--- src/rtl/alu_pkg.sv ---
// ============================================================================
//  Module     : alu_pkg
//  Description: Shared definitions for the EX-stage ALU and the divide
//               sequencer: ALU op-select encodings, RV32M divide op enum and
//               the divide sequencer FSM state enum.
//  Revision   : 1.0 - initial release
// ============================================================================
`default_nettype none

package alu_pkg;

    // ALU op-select encodings (match the ALU's i_alu_op decode)
    localparam logic [3:0] ALU_ADD  = 4'b0000;
    localparam logic [3:0] ALU_SUB  = 4'b0001;
    localparam logic [3:0] ALU_SLTU = 4'b0110;

    // RV32M divide/remainder selection; bit 0 = unsigned, bit 1 = remainder
    typedef enum logic [1:0] {
        DIV  = 2'b00,
        DIVU = 2'b01,
        REM  = 2'b10,
        REMU = 2'b11
    } div_op_e;

    typedef enum logic [2:0] {
        S_IDLE  = 3'd0,
        S_NEG_A = 3'd1,
        S_NEG_B = 3'd2,
        S_CMP   = 3'd3,
        S_SUB   = 3'd4,
        S_FIX   = 3'd5,
        S_DONE  = 3'd6
    } div_state_e;

endpackage : alu_pkg

`default_nettype wire

--- src/rtl/alu_div_sequencer.sv ---
// ============================================================================
//  Module     : alu_div_sequencer
//  Description: Multi-cycle restoring divider for DIV/DIVU/REM/REMU that
//               borrows the shared EX-stage ALU for every arithmetic step.
//               Signed operands are converted to magnitudes first, 32
//               compare/subtract iteration pairs follow, then the selected
//               result is sign-corrected.
//  Ports      : i_clk, i_reset           - clock, synchronous active-high reset
//               i_valid/o_ready          - request handshake (ready only in IDLE)
//               i_div_op, i_dividend,
//               i_divisor                - request payload
//               o_valid/i_ready, o_data  - result handshake and value
//               o_busy                   - high whenever not IDLE
//               o_alu_op_a/b, o_alu_op   - drive to the shared ALU
//               i_alu_data               - combinational ALU result
//  Revision   : 1.0 - initial release
// ============================================================================
`default_nettype none

module alu_div_sequencer
    import alu_pkg::*;
#(
    parameter int XLEN = 32
) (
    input  logic            i_clk,
    input  logic            i_reset,
    input  logic            i_valid,
    output logic            o_ready,
    input  logic [1:0]      i_div_op,
    input  logic [XLEN-1:0] i_dividend,
    input  logic [XLEN-1:0] i_divisor,
    output logic            o_valid,
    input  logic            i_ready,
    output logic [XLEN-1:0] o_data,
    output logic            o_busy,
    output logic [XLEN-1:0] o_alu_op_a,
    output logic [XLEN-1:0] o_alu_op_b,
    output logic [3:0]      o_alu_op,
    input  logic [XLEN-1:0] i_alu_data
);

    localparam logic [XLEN-1:0] c_int_min = {1'b1, {(XLEN-1){1'b0}}};

    div_state_e      r_state, w_state_next;
    div_op_e         r_op;
    logic [XLEN-1:0] r_dvd;     // dividend magnitude, shifts into quotient
    logic [XLEN-1:0] r_dsr;     // divisor magnitude
    logic [XLEN-1:0] r_rem;     // partial remainder
    logic            r_lt;      // rem_sh < dsr from the preceding CMP
    logic [4:0]      r_cnt;
    logic            r_sign_a;
    logic            r_sign_b;

    div_op_e         w_req_op;
    logic            w_req_signed;
    logic            w_req_rem;
    logic            w_accept;
    logic            w_div_zero;
    logic            w_signed_ovf;
    logic [XLEN-1:0] w_rem_sh;
    logic            w_ovf;
    logic            w_take;
    logic            w_is_rem;
    logic            w_neg;
    logic [XLEN-1:0] w_sel;

    assign w_req_op     = div_op_e'(i_div_op);
    assign w_req_signed = (w_req_op == DIV) || (w_req_op == REM);
    assign w_req_rem    = (w_req_op == REM) || (w_req_op == REMU);
    assign w_accept     = i_valid && (r_state == S_IDLE);
    assign w_div_zero   = (i_divisor == '0);
    assign w_signed_ovf = w_req_signed && (i_dividend == c_int_min) && (i_divisor == '1);

    // The remainder is conceptually 33 bits after the shift; the bit that
    // falls off the top (w_ovf) forces a subtract since rem_sh then exceeds
    // any 32-bit divisor, and the modulo-2^32 ALU difference is still exact.
    assign w_rem_sh = {r_rem[XLEN-2:0], r_dvd[XLEN-1]};
    assign w_ovf    = r_rem[XLEN-1];
    assign w_take   = w_ovf | ~r_lt;

    assign w_is_rem = (r_op == REM) || (r_op == REMU);
    assign w_sel    = w_is_rem ? r_rem : r_dvd;
    // Sign registers are zero for unsigned ops, so no op check is needed here
    assign w_neg    = w_is_rem ? r_sign_a : (r_sign_a ^ r_sign_b);

    assign o_ready = (r_state == S_IDLE);
    assign o_busy  = (r_state != S_IDLE);
    assign o_valid = (r_state == S_DONE);

    always_ff @(posedge i_clk) begin
        if (i_reset) begin
            r_state <= S_IDLE;
        end else begin
            r_state <= w_state_next;
        end
    end

    always_comb begin
        w_state_next = r_state;
        o_alu_op     = ALU_ADD;
        o_alu_op_a   = '0;
        o_alu_op_b   = '0;
        case (r_state)
            S_IDLE: begin
                if (i_valid) begin
                    w_state_next = (w_div_zero || w_signed_ovf) ? S_DONE : S_NEG_A;
                end
            end
            S_NEG_A: begin
                o_alu_op     = ALU_SUB;
                o_alu_op_b   = r_dvd;
                w_state_next = S_NEG_B;
            end
            S_NEG_B: begin
                o_alu_op     = ALU_SUB;
                o_alu_op_b   = r_dsr;
                w_state_next = S_CMP;
            end
            S_CMP: begin
                o_alu_op     = ALU_SLTU;
                o_alu_op_a   = w_rem_sh;
                o_alu_op_b   = r_dsr;
                w_state_next = S_SUB;
            end
            S_SUB: begin
                o_alu_op     = ALU_SUB;
                o_alu_op_a   = w_rem_sh;
                o_alu_op_b   = r_dsr;
                w_state_next = (r_cnt == 5'd31) ? S_FIX : S_CMP;
            end
            S_FIX: begin
                o_alu_op     = ALU_SUB;
                o_alu_op_b   = w_sel;
                w_state_next = S_DONE;
            end
            S_DONE: begin
                if (i_ready) begin
                    w_state_next = S_IDLE;
                end
            end
            default: begin
                w_state_next = S_IDLE;
            end
        endcase
    end

    always_ff @(posedge i_clk) begin
        if (i_reset) begin
            r_op     <= DIV;
            r_dvd    <= '0;
            r_dsr    <= '0;
            r_rem    <= '0;
            r_lt     <= 1'b0;
            r_cnt    <= '0;
            r_sign_a <= 1'b0;
            r_sign_b <= 1'b0;
            o_data   <= '0;
        end else begin
            case (r_state)
                S_IDLE: begin
                    if (w_accept) begin
                        r_op     <= w_req_op;
                        r_dvd    <= i_dividend;
                        r_dsr    <= i_divisor;
                        r_sign_a <= w_req_signed & i_dividend[XLEN-1];
                        r_sign_b <= w_req_signed & i_divisor[XLEN-1];
                        if (w_div_zero) begin
                            o_data <= w_req_rem ? i_dividend : '1;
                        end else if (w_signed_ovf) begin
                            o_data <= w_req_rem ? '0 : c_int_min;
                        end
                    end
                end
                S_NEG_A: begin
                    r_dvd <= r_sign_a ? i_alu_data : r_dvd;
                    r_rem <= '0;
                    r_cnt <= '0;
                end
                S_NEG_B: begin
                    r_dsr <= r_sign_b ? i_alu_data : r_dsr;
                end
                S_CMP: begin
                    r_lt <= i_alu_data[0];
                end
                S_SUB: begin
                    r_rem <= w_take ? i_alu_data : w_rem_sh;
                    r_dvd <= {r_dvd[XLEN-2:0], w_take};
                    r_cnt <= r_cnt + 5'd1;
                end
                S_FIX: begin
                    o_data <= w_neg ? i_alu_data : w_sel;
                end
                default: begin
                end
            endcase
        end
    end

endmodule : alu_div_sequencer

`default_nettype wire
--- config.mk ---
export PLATFORM = sky130hd
export DESIGN_NAME = alu_div_sequencer
export DESIGN_NICKNAME = d
export VERILOG_FILES = /design/src/rtl/alu_pkg.sv /design/src/rtl/alu_div_sequencer.sv
export SDC_FILE = /design/constraint.sdc
export NUM_CORES = 1
export LEC_CHECK = 0
export BUFFER_PORTS_ARGS = -buffer_cell sky130_fd_sc_hd__buf_2
export CAP_MARGIN = 20
export CELL_PAD_IN_SITES_DETAIL_PLACEMENT = 2
export CELL_PAD_IN_SITES_GLOBAL_PLACEMENT = 2
export CORE_MARGIN = 3
export CORE_UTILIZATION = 33
export DETAILED_ROUTE_END_ITERATION = 6
export GPL_TIMING_DRIVEN = 0
export PLACE_DENSITY = 0.85
export SYNTH_ARGS = -nofsm -noshare
export SYNTH_HDL_FRONTEND = slang
export SYNTH_SLANG_ARGS = --single-unit
--- constraint.sdc ---
create_clock -name i_clk -period 4.6 [get_ports i_clk]
set_clock_uncertainty 0.15 [all_clocks]
set_input_delay 0.69 -clock i_clk [delete_from_list [all_inputs] [get_ports i_clk]]
set_output_delay 0.69 -clock i_clk [all_outputs]
set_load 0.02 [all_outputs]
Word level (Yosys, flattened, before mapping):

Index checks and enable logic that the tools add are counted.

* word-level logic and storage cells: 84
* output and inout port bits: 103
* register bits after elaboration: 141

* equal/unequal tests: 19
* $add $sub $neg: 1
* multiplexer cells: 26
* bitwise gates (word level): 5
* reduce and logical (&&, ||, !) cells: 23

Operators by type and width (count)
* 32-bit 2-to-1 mux: 13
* 32-bit case mux with 2 select lines: 3
* 32-bit case mux with 3 select lines: 2
* 32-bit equality test (second input constant): 2
* 32-bit logical NOT: 1
* 3-bit case mux with 7 select lines: 1
* 3-bit 2-to-1 mux: 4
* 5-bit case mux with 2 select lines: 1
* 3-bit equality test (second input constant): 3
* 3-bit AND reduction: 3
* 2-bit equality test (second input constant): 4
* 3-bit by 2-bit equality test with 1-bit output (second input constant): 2
* 2-bit inequality test (second input constant): 3
* 3-bit case mux with 2 select lines: 1
* 2-bit nonzero test: 3
* 3-bit nonzero test: 2
* 5-bit by 1-bit adder with 5-bit output (second input constant): 1
* 5-bit equality test (second input constant): 1
* 1-bit logical OR: 4
* 2-bit by 1-bit inequality test with 1-bit output (second input constant): 2
* 2-bit AND reduction: 2
* 4-bit OR reduction: 1
* 3-bit by 1-bit equality test with 1-bit output (second input constant): 1
* 1-bit logical AND: 3
* 10 further kinds: 11

Longest topological paths before layout:

Gate-level depths: netlist (run 1).

* word-level depth: 8
* gate-level depth with buffers: 8

Worst setup path before layout (run 1):

No wires, ideal clock.

* path type: flip-flop to output port
* start point: register r_op[1]
* end point: output o_alu_op_b[10]
* data arrival time: 1.964 ns
* stages on the path, launching flop included: 7
* setup slack: 1.796 ns
* path buffers: 2
* path through: dfxtp_1 -> clkbuf_1 -> clkbuf_1 -> mux2i_1 -> a211oi_1 -> a21oi_1 -> o21ai_0

* longest elaborated chain between the ends: 4
* elaborated cells on any way between the ends: 5

Ends and longest elaborated chain
* from (decl): line alu_div_sequencer.sv:45 `div_op_e r_op;`
* from (signal assigned): line alu_div_sequencer.sv:162 `r_op <= w_req_op;`
* 2-bit equality test: line alu_div_sequencer.sv:81 `assign w_is_rem = (r_op == REM) || (r_op == REMU);`
* 1-bit logical OR *: line alu_div_sequencer.sv:81
* 32-bit 2-to-1 mux *: line alu_div_sequencer.sv:82 `assign w_sel = w_is_rem ? r_rem : r_dvd;`
* 32-bit case mux with 3 select lines *: line alu_div_sequencer.sv:103 `case (r_state)`
* to (decl): line alu_div_sequencer.sv:37 `output logic [XLEN-1:0] o_alu_op_b,`

Mark *: on every way between the ends. The rest lies on a longest branch, timed or not.

Worst setup path in the final report (run 1):

* start point: register r_op[1]
* end point: output o_alu_op_b[18]

Same word-level chain as after synthesis.

==> summary.txt, run 1 <==
Global routing
  – Pin count of the biggest net entering global routing: 17
  – Global-route wire length before repair: 83.0 mm
  – Vias in the first global route: 12.6k
  – Overall routing resource usage: 0.351
  – Initial antenna violation count: 0
  – Residual overflow from global routing: 0

STA
  – Final count of pins violating max slew: 0
  – Max-slew headroom: 0.292
  – Count of final hold-check violations: 0
  – Total setup violations reported at the end of the flow: 0
  – Final clock period utilization by the worst path: 0.939
  – Setup repair after global routing missed its margin: false
  – Transition time of the tightest slew-check pin: 1.06 ns
  – Tmin final: 4.32 ns
  – Fmax: 232 MHz
  – Final total negative setup slack: 0 ns

Placed design
  – HPWL Detailed: 42.3 mm
  – Placer congestion estimate: 0.952
  – Number of buffers inserted by port buffering: 201
  – Placed cells: 1930

Synth
  – Async SR Flop Fraction: 0
  – Yosys warning total: 0
  – Sequential-to-total area share from yosys stat: 0.291
  – Post-synthesis instance area: 0.00962 sq mm
  – Syn_nets: 1454
  – Cell variety after synth: 59
  – Number of flip-flops and latches in the synthesized netlist: 140
  – Cell count after synthesis: 1350
  – Mean instance size in the synthesized netlist: 7.13 sq um
  – Main flop type after synthesis: sky130_fd_sc_hd__dfxtp_1
  – Number of flops mapped to enable cells by yosys: 0

Critical path
  – Maximum fanout count along the critical path: 10
  – Slowest cell delay on critical path: 0.85 ns
  – Slack of the worst reg-to-reg path: 0.99 ns
  – Required time reported for the critical path endpoint: 3.76 ns
  – RR Startpoint: r_op[1]
  – Critical path's most frequent cell: sky130_fd_sc_hd__clkbuf_1
  – Worst Setup SP: r_op[1]
  – Worst r2r path cells: 8
  – Arrival time at the worst endpoint: 3.48 ns
  – Critical path type: reg2out
  – Endpoint of the lowest-slack register-to-register path: o_data[5]
  – Cell-by-cell trace of the critical path: clkbuf_1 -> clkbuf_1 -> mux2i_1 -> a211oi_1 -> a21oi_1 -> o21ai_0 -> buf_2
  – Critical path endpoint: o_alu_op_b[18]
  – Worst setup EP type: output port
  – Element type at the critical path start: flop
  – Slowest cell on crit path: sky130_fd_sc_hd__clkbuf_1

Clocking
  – Master cell of the clock root buffer: sky130_fd_sc_hd__clkbuf_16
  – CTS clk-pin slew, worst paths: 0.08 ns
  – Count of hold-fix buffers inserted at cts: 0
  – Clock H-tree levels: 4
  – TritonCTS clock tree: yes
  – Resized Gates After CTS: 0
  – Post-CTS setup buffer count: 0
  – Number of sinks driven by the clock tree: 140
  – Worst skew pair latency: 0.45 ns
  – Maximum root-to-sink buffer count: 2
  – Total CTS buffers: 17

Floorplanning
  – Initial core utilization: 0.341
  – Row count: 61
  – Die Width: 177 microns
  – Io pins: 205
  – Area of the die: 0.0312 sq mm
  – Die Y-Extent: 177 microns
  – Core area: 0.0282 sq mm

Power
  – Total power per unit cell area: 316 mW/mm^2
  – Peak supply drop: 0.283 mV
  – Lkg Pwr: 4.44 nW

Detailed routing
  – Total Routed Length: 55.9 mm
  – Antenna-violating nets left: 0
  – Post-detailed-route wirelength per cell: 28.5 microns
  – First DRT Iteration DRCs: 1097
  – Number of vias after detailed routing: 12.3k
  – Drt drc: 0
  – Vias/cell: 6.24
  – Length of the first detailed-routing pass in iterations: 5

Final layout
  – Number of cells in the finished layout apart from fillers: 1962
  – Fin nets: 1676
  – Inserted Diodes: 0
  – Synthesis-to-finish area growth: 22.2%
  – Layout cell share with drive strength beyond 1: 0.206

Job
  – Max-cap viol count: 0

Hold path
  – Min-Delay Path Class: reg2reg

Status
  – Result of the run: completed
==> kinds of logic after synthesis <==
kind of cell,share of synthesized area
flops,0.291
fa+ha+maj,0.00260
compound gates,0.340
other cells,0.000390
buf+inv,0.0763
simple gates,0.221
mux,0.0677
xor+xnor,0.000910
==> worst min path at each step <==
| stage | from | to | depth (start not counted) |
|---|---|---|---|
| detailed placement | r_dvd[26] | r_dvd[26] | 2 |
| global placement | r_lt | r_lt | 2 |
| floorplan | r_lt | r_lt | 2 |
| CTS | r_dvd[26] | r_dvd[26] | 2 |
| global route | r_dsr[19] | r_dsr[19] | 2 |
| finish | r_dvd[26] | r_dvd[26] | 2 |
==> metrics by stage <==
stage,hold slack [ns],cell area (sq um),power (mW),worst slack [ns],util
after CTS,0.355,11700,3.68,0.404,0.416
after floorplan,0.305,9620,1.75,1.80,-
after global placement,0.328,11100,2.05,0.904,0.393
after global routing,0.379,11800,3.81,0.228,0.416
final,0.356,11800,3.71,0.282,0.416
after detailed placement,0.340,11100,2.08,0.918,0.394
==> where the power goes <==
group / internal (mW) / total (mW) / switching, mW
Clock: 0.922 / 1.61 / 0.689
Combinational: 0.222 / 0.773 / 0.550
Sequential: 1.27 / 1.33 / 0.0592
==> cell usage after synthesis (all sizes together), types with 3 or more instances <==
library cell,instances,area [sq um]
o2111ai,31,272
nand4,7,43.8
inv,37,139
buf,21,160
a211oi,117,1030
nor3,3,15.0
nor4,14,103
nand2,238,896
o21ai,101,505
or2,33,206
nand3,4,20.0
a32oi,31,272
o22ai,31,194
a21oi,168,841
nor2,115,432
a22oi,3,22.5
nand2b,3,18.8
mux2i,64,641
and2,32,200
nor2b,6,37.5
dfxtp,140,2800
clkbuf,114,428
a21o,3,30.0
==> final cells by class <==
| cell class | count | area [sq um] |
|---|---|---|
| Inverter | 39 | 146 |
| Multi-Input combinational cell | 1036 | 6090 |
| Buffer | 135 | 588 |
| Clock inverter | 14 | 210 |
| Clock buffer | 17 | 425 |
| Tap cell | 378 | 473 |
| Sequential cell | 140 | 2800 |
| Timing Repair Buffer | 203 | 1030 |
| Fill cell | 3430 | 16500 |
==> cells in the final DEF, fill, tap and decap left out, types with 32 or more instances in the layout <==
master and n:
sky130_fd_sc_hd__nand2_1 237, sky130_fd_sc_hd__buf_2 206, sky130_fd_sc_hd__a21oi_1 168, sky130_fd_sc_hd__dfxtp_1 140, sky130_fd_sc_hd__nor2_1 115, sky130_fd_sc_hd__clkbuf_1 114, sky130_fd_sc_hd__o21ai_0 101, sky130_fd_sc_hd__a211oi_1 87
sky130_fd_sc_hd__mux2i_1 64, sky130_fd_sc_hd__inv_1 36, sky130_fd_sc_hd__or2_2 33, sky130_fd_sc_hd__and2_1 32
==> state kept, by name, summed over array words and instances (netlist names) <==
signal	flops
r_sign_a	1
r_rem	32
r_lt	1
r_dsr	32
r_sign_b	1
r_op	1
o_data	32
r_cnt	5
r_dvd	32
r_state	3
==> metal layers <==
metal / global-route usage / part of all wire / up-vias
met4: 0.134 / 0.039 / 0
li1: - / - / 5301
met2: 0.559 / 0.45 / 644
met1: 0.474 / 0.43 / 6182
met5: 0 / 0 / -
met3: 0.0616 / 0.083 / 124
==> critical path: cells and delay by family, from the launching register on <==
family	cells	cell delay, ns
muxes	1	0.32
buffers and inverters	3	1.66
DFF	1	0.31
AOI/OAI and AO/OA	3	0.73
Note: power is estimated with default switching activity, not from simulation.
==> inputs of run 2 (changes only) <==
CTS_BUF_LIST = sky130_fd_sc_hd__clkbuf_4 sky130_fd_sc_hd__clkbuf_8 sky130_fd_sc_hd__clkbuf_16   (was unset)
GPL_TIMING_DRIVEN = 1   (was 0)
==> run 2 against run 1 <==
Net effect: die area is the same; clock-buffer cell count grew 2; worst hold slack gained 0.0015 ns; sequential cell count is the same; critical endpoint is now o_alu_op_a[25]; critical path type unchanged; cell count shrank 5.0%; first-iteration DRC count grew 11%; sequential share of layout area grew 0.64 points; largest power group unchanged.
==> summary.txt, run 2 (same netlist as run 1, synthesis figures left out) <==
Status
  – Result of the run: completed

STA
  – Final clock period utilization by the worst path: 0.849 (-0.0898)
  – Final total negative setup slack: 0 ns (unchanged)
  – Setup repair after global routing missed its margin: false
  – Fmax: 256 MHz (+11%)
  – Count of final hold-check violations: 0 (unchanged)
  – Worst hold margin: 0.358 ns (+0.00149 ns)
  – Transition time of the tightest slew-check pin: 1.05 ns (-0.0109 ns)
  – Max-slew headroom: 0.298 (+0.00579)
  – Tmin final: 3.91 ns (-0.413 ns)
  – Final count of pins violating max slew: 0 (unchanged)
  – Total setup violations reported at the end of the flow: 0 (unchanged)

Floorplanning
  – Io pins: 205 (unchanged)
  – Die Width: 177 microns (unchanged)
  – Area of the die: 0.0312 sq mm (unchanged)
  – Die Y-Extent: 177 microns (unchanged)
  – Row count: 61 (unchanged)
  – Core area: 0.0282 sq mm (unchanged)
  – Initial core utilization: 0.341 (unchanged)

Final layout
  – Commonest non-fill, non-tap cell in the layout: sky130_fd_sc_hd__nand2_1
  – Synthesis-to-finish area growth: 19.3%
  – Number of cells in the finished layout apart from fillers: 1863 (-5.0%)
  – Layout cell share with drive strength beyond 1: 0.241 (+0.0356)
  – Most used cells in the layout excluding fill and tap cells: sky130_fd_sc_hd__nand2_1 (236), sky130_fd_sc_hd__buf_2 (202), sky130_fd_sc_hd__a21oi_1 (167)
  – Fin nets: 1574 (-6.1%)
  – Final design utilization: 0.407 (-0.00979)

Clocking
  – Maximum root-to-sink buffer count: 2 (unchanged)
  – Master cell of the clock root buffer: sky130_fd_sc_hd__clkbuf_16
  – Count of hold-fix buffers inserted at cts: 0 (unchanged)
  – Clock H-tree levels: 4 (unchanged)
  – Total CTS buffers: 17 (unchanged)
  – Number of sinks driven by the clock tree: 140 (unchanged)
  – Worst skew pair latency: 0.44 ns (about the same)
  – CTS clk-pin slew, worst paths: 0.07 ns (about the same)
  – Post-CTS setup buffer count: 0 (unchanged)
  – Resized Gates After CTS: 0 (unchanged)
  – TritonCTS clock tree: yes

Detailed routing
  – Drt drc: 0 (unchanged)
  – Number of vias after detailed routing: 11.8k (-3.4%)
  – First DRT Iteration DRCs: 1217 (+11%)
  – Antenna-violating nets left: 0 (unchanged)
  – Total Routed Length: 51.2 mm (-8.3%)
  – Post-detailed-route wirelength per cell: 27.5 microns (-3.4%)
  – Length of the first detailed-routing pass in iterations: 5 (unchanged)
  – Vias/cell: 6.35 (+1.8%)

Critical path
  – Element type at the critical path start: flop
  – Worst setup EP type: output port
  – Crit path buf inv count: 3 (unchanged)
  – Maximum fanout count along the critical path: 50 (+40)
  – Critical path type: reg2out
  – Cell-by-cell trace of the critical path: buf_4 -> nor2b_1 -> nand2_1 -> nand2_1 -> buf_4 -> and2_1 -> buf_2
  – Required time reported for the critical path endpoint: 3.76 ns (about the same)
  – Largest delay share family, worst path: buffers and inverters
  – Arrival time at the worst endpoint: 3.07 ns (-0.41 ns)
  – Slowest cell on crit path: sky130_fd_sc_hd__dfxtp_2
  – Slowest cell delay on critical path: 0.79 ns (-0.06 ns)
  – Slack of the worst reg-to-reg path: 1.02 ns (+0.03 ns)

Global routing
  – Residual overflow from global routing: 0 (unchanged)
  – Overall routing resource usage: 0.318 (-0.0327)
  – Pin count of the biggest net entering global routing: 67 (+50)
  – Initial antenna violation count: 3 (+3)
  – Global-route wire length before repair: 76.5 mm (-7.8%)
  – Vias in the first global route: 12.2k (-3.4%)

Placed design
  – Number of buffers inserted by port buffering: 203 (+1.0%)
  – Placer congestion estimate: 0.898 (-5.6%)
  – HPWL Detailed: 34.4 mm (-19%)
  – Placed cells: 1829 (-5.2%)

Hold path
  – Min-Delay Path Class: reg2reg

Power
  – Total power per unit cell area: 312 mW/mm^2 (-1.3%)
  – Lkg Pwr: 4.37 nW (-1.5%)
  – Peak supply drop: 0.233 mV (-18%)

Job
  – Max-cap viol count: 0 (unchanged)
run 2: changes by cell type in the layout (fill, tap and decap cells not counted), sizes merged:
cell / before / now
clkbuf: 131 / 19
bufinv: 4 / 3
clkinvlp: 2 / 4
buf: 224 / 236
clkinv: 4 / 5
inv: 43 / 40
diode: 0 / 2
run 2: area by class of cell:
| type | instances | area (sq um) |
|---|---|---|
| Inverter | 39 | 146 |
| Antenna cell | 2 | 5.00 |
| Clock buffer | 19 | 440 |
| Sequential cell | 140 | 2810 |
| Multi-Input combinational cell | 1036 | 6140 |
| Clock inverter | 13 | 165 |
| Tap cell | 378 | 473 |
| Fill cell | 3361 | 16800 |
| Timing Repair Buffer | 236 | 1300 |
run 2: stage by stage:
stage               cell area [sq um]  power (mW)  setup slack (ns)
floorplan                        9620        1.75              1.80
global placement                10900        2.00              1.34
detailed placement              10900        2.04              1.22
CTS                             11500        3.56             0.688
global route                    11500        3.68             0.516
finish                          11500        3.58             0.695
run 2: per-layer routing:
metal / vias to the layer above / share of wire / global-route usage
met5: - / 0 / 0
met2: 582 / 0.46 / 0.506
met3: 159 / 0.072 / 0.0583
met4: 0 / 0.052 / 0.176
li1: 5096 / - / -
met1: 6002 / 0.42 / 0.407
run 2: worst paths after layout:
check | endpoint | depth (start not counted) | start
max | o_alu_op_a[25] | 7 | r_state[2]
max reg2reg | r_dvd[30] | 8 | r_state[2]
min reg2reg | r_dsr[28] | 2 | r_dsr[28]
min | r_dsr[28] | 2 | r_dsr[28]
run 2: power breakdown:
part / total (mW) / switching, mW / internal [mW]
clock network: 1.52 / 0.653 / 0.870
registers: 1.35 / 0.0838 / 1.27
logic: 0.704 / 0.486 / 0.217
run 2: worst min-delay path: cells and delay by family, from the launching register on:
family	cells	cell delay (ns)
AND/OR/NAND/NOR	1	0.10
flip-flops	1	0.31
AO/OA/AOI/OAI	1	0.05
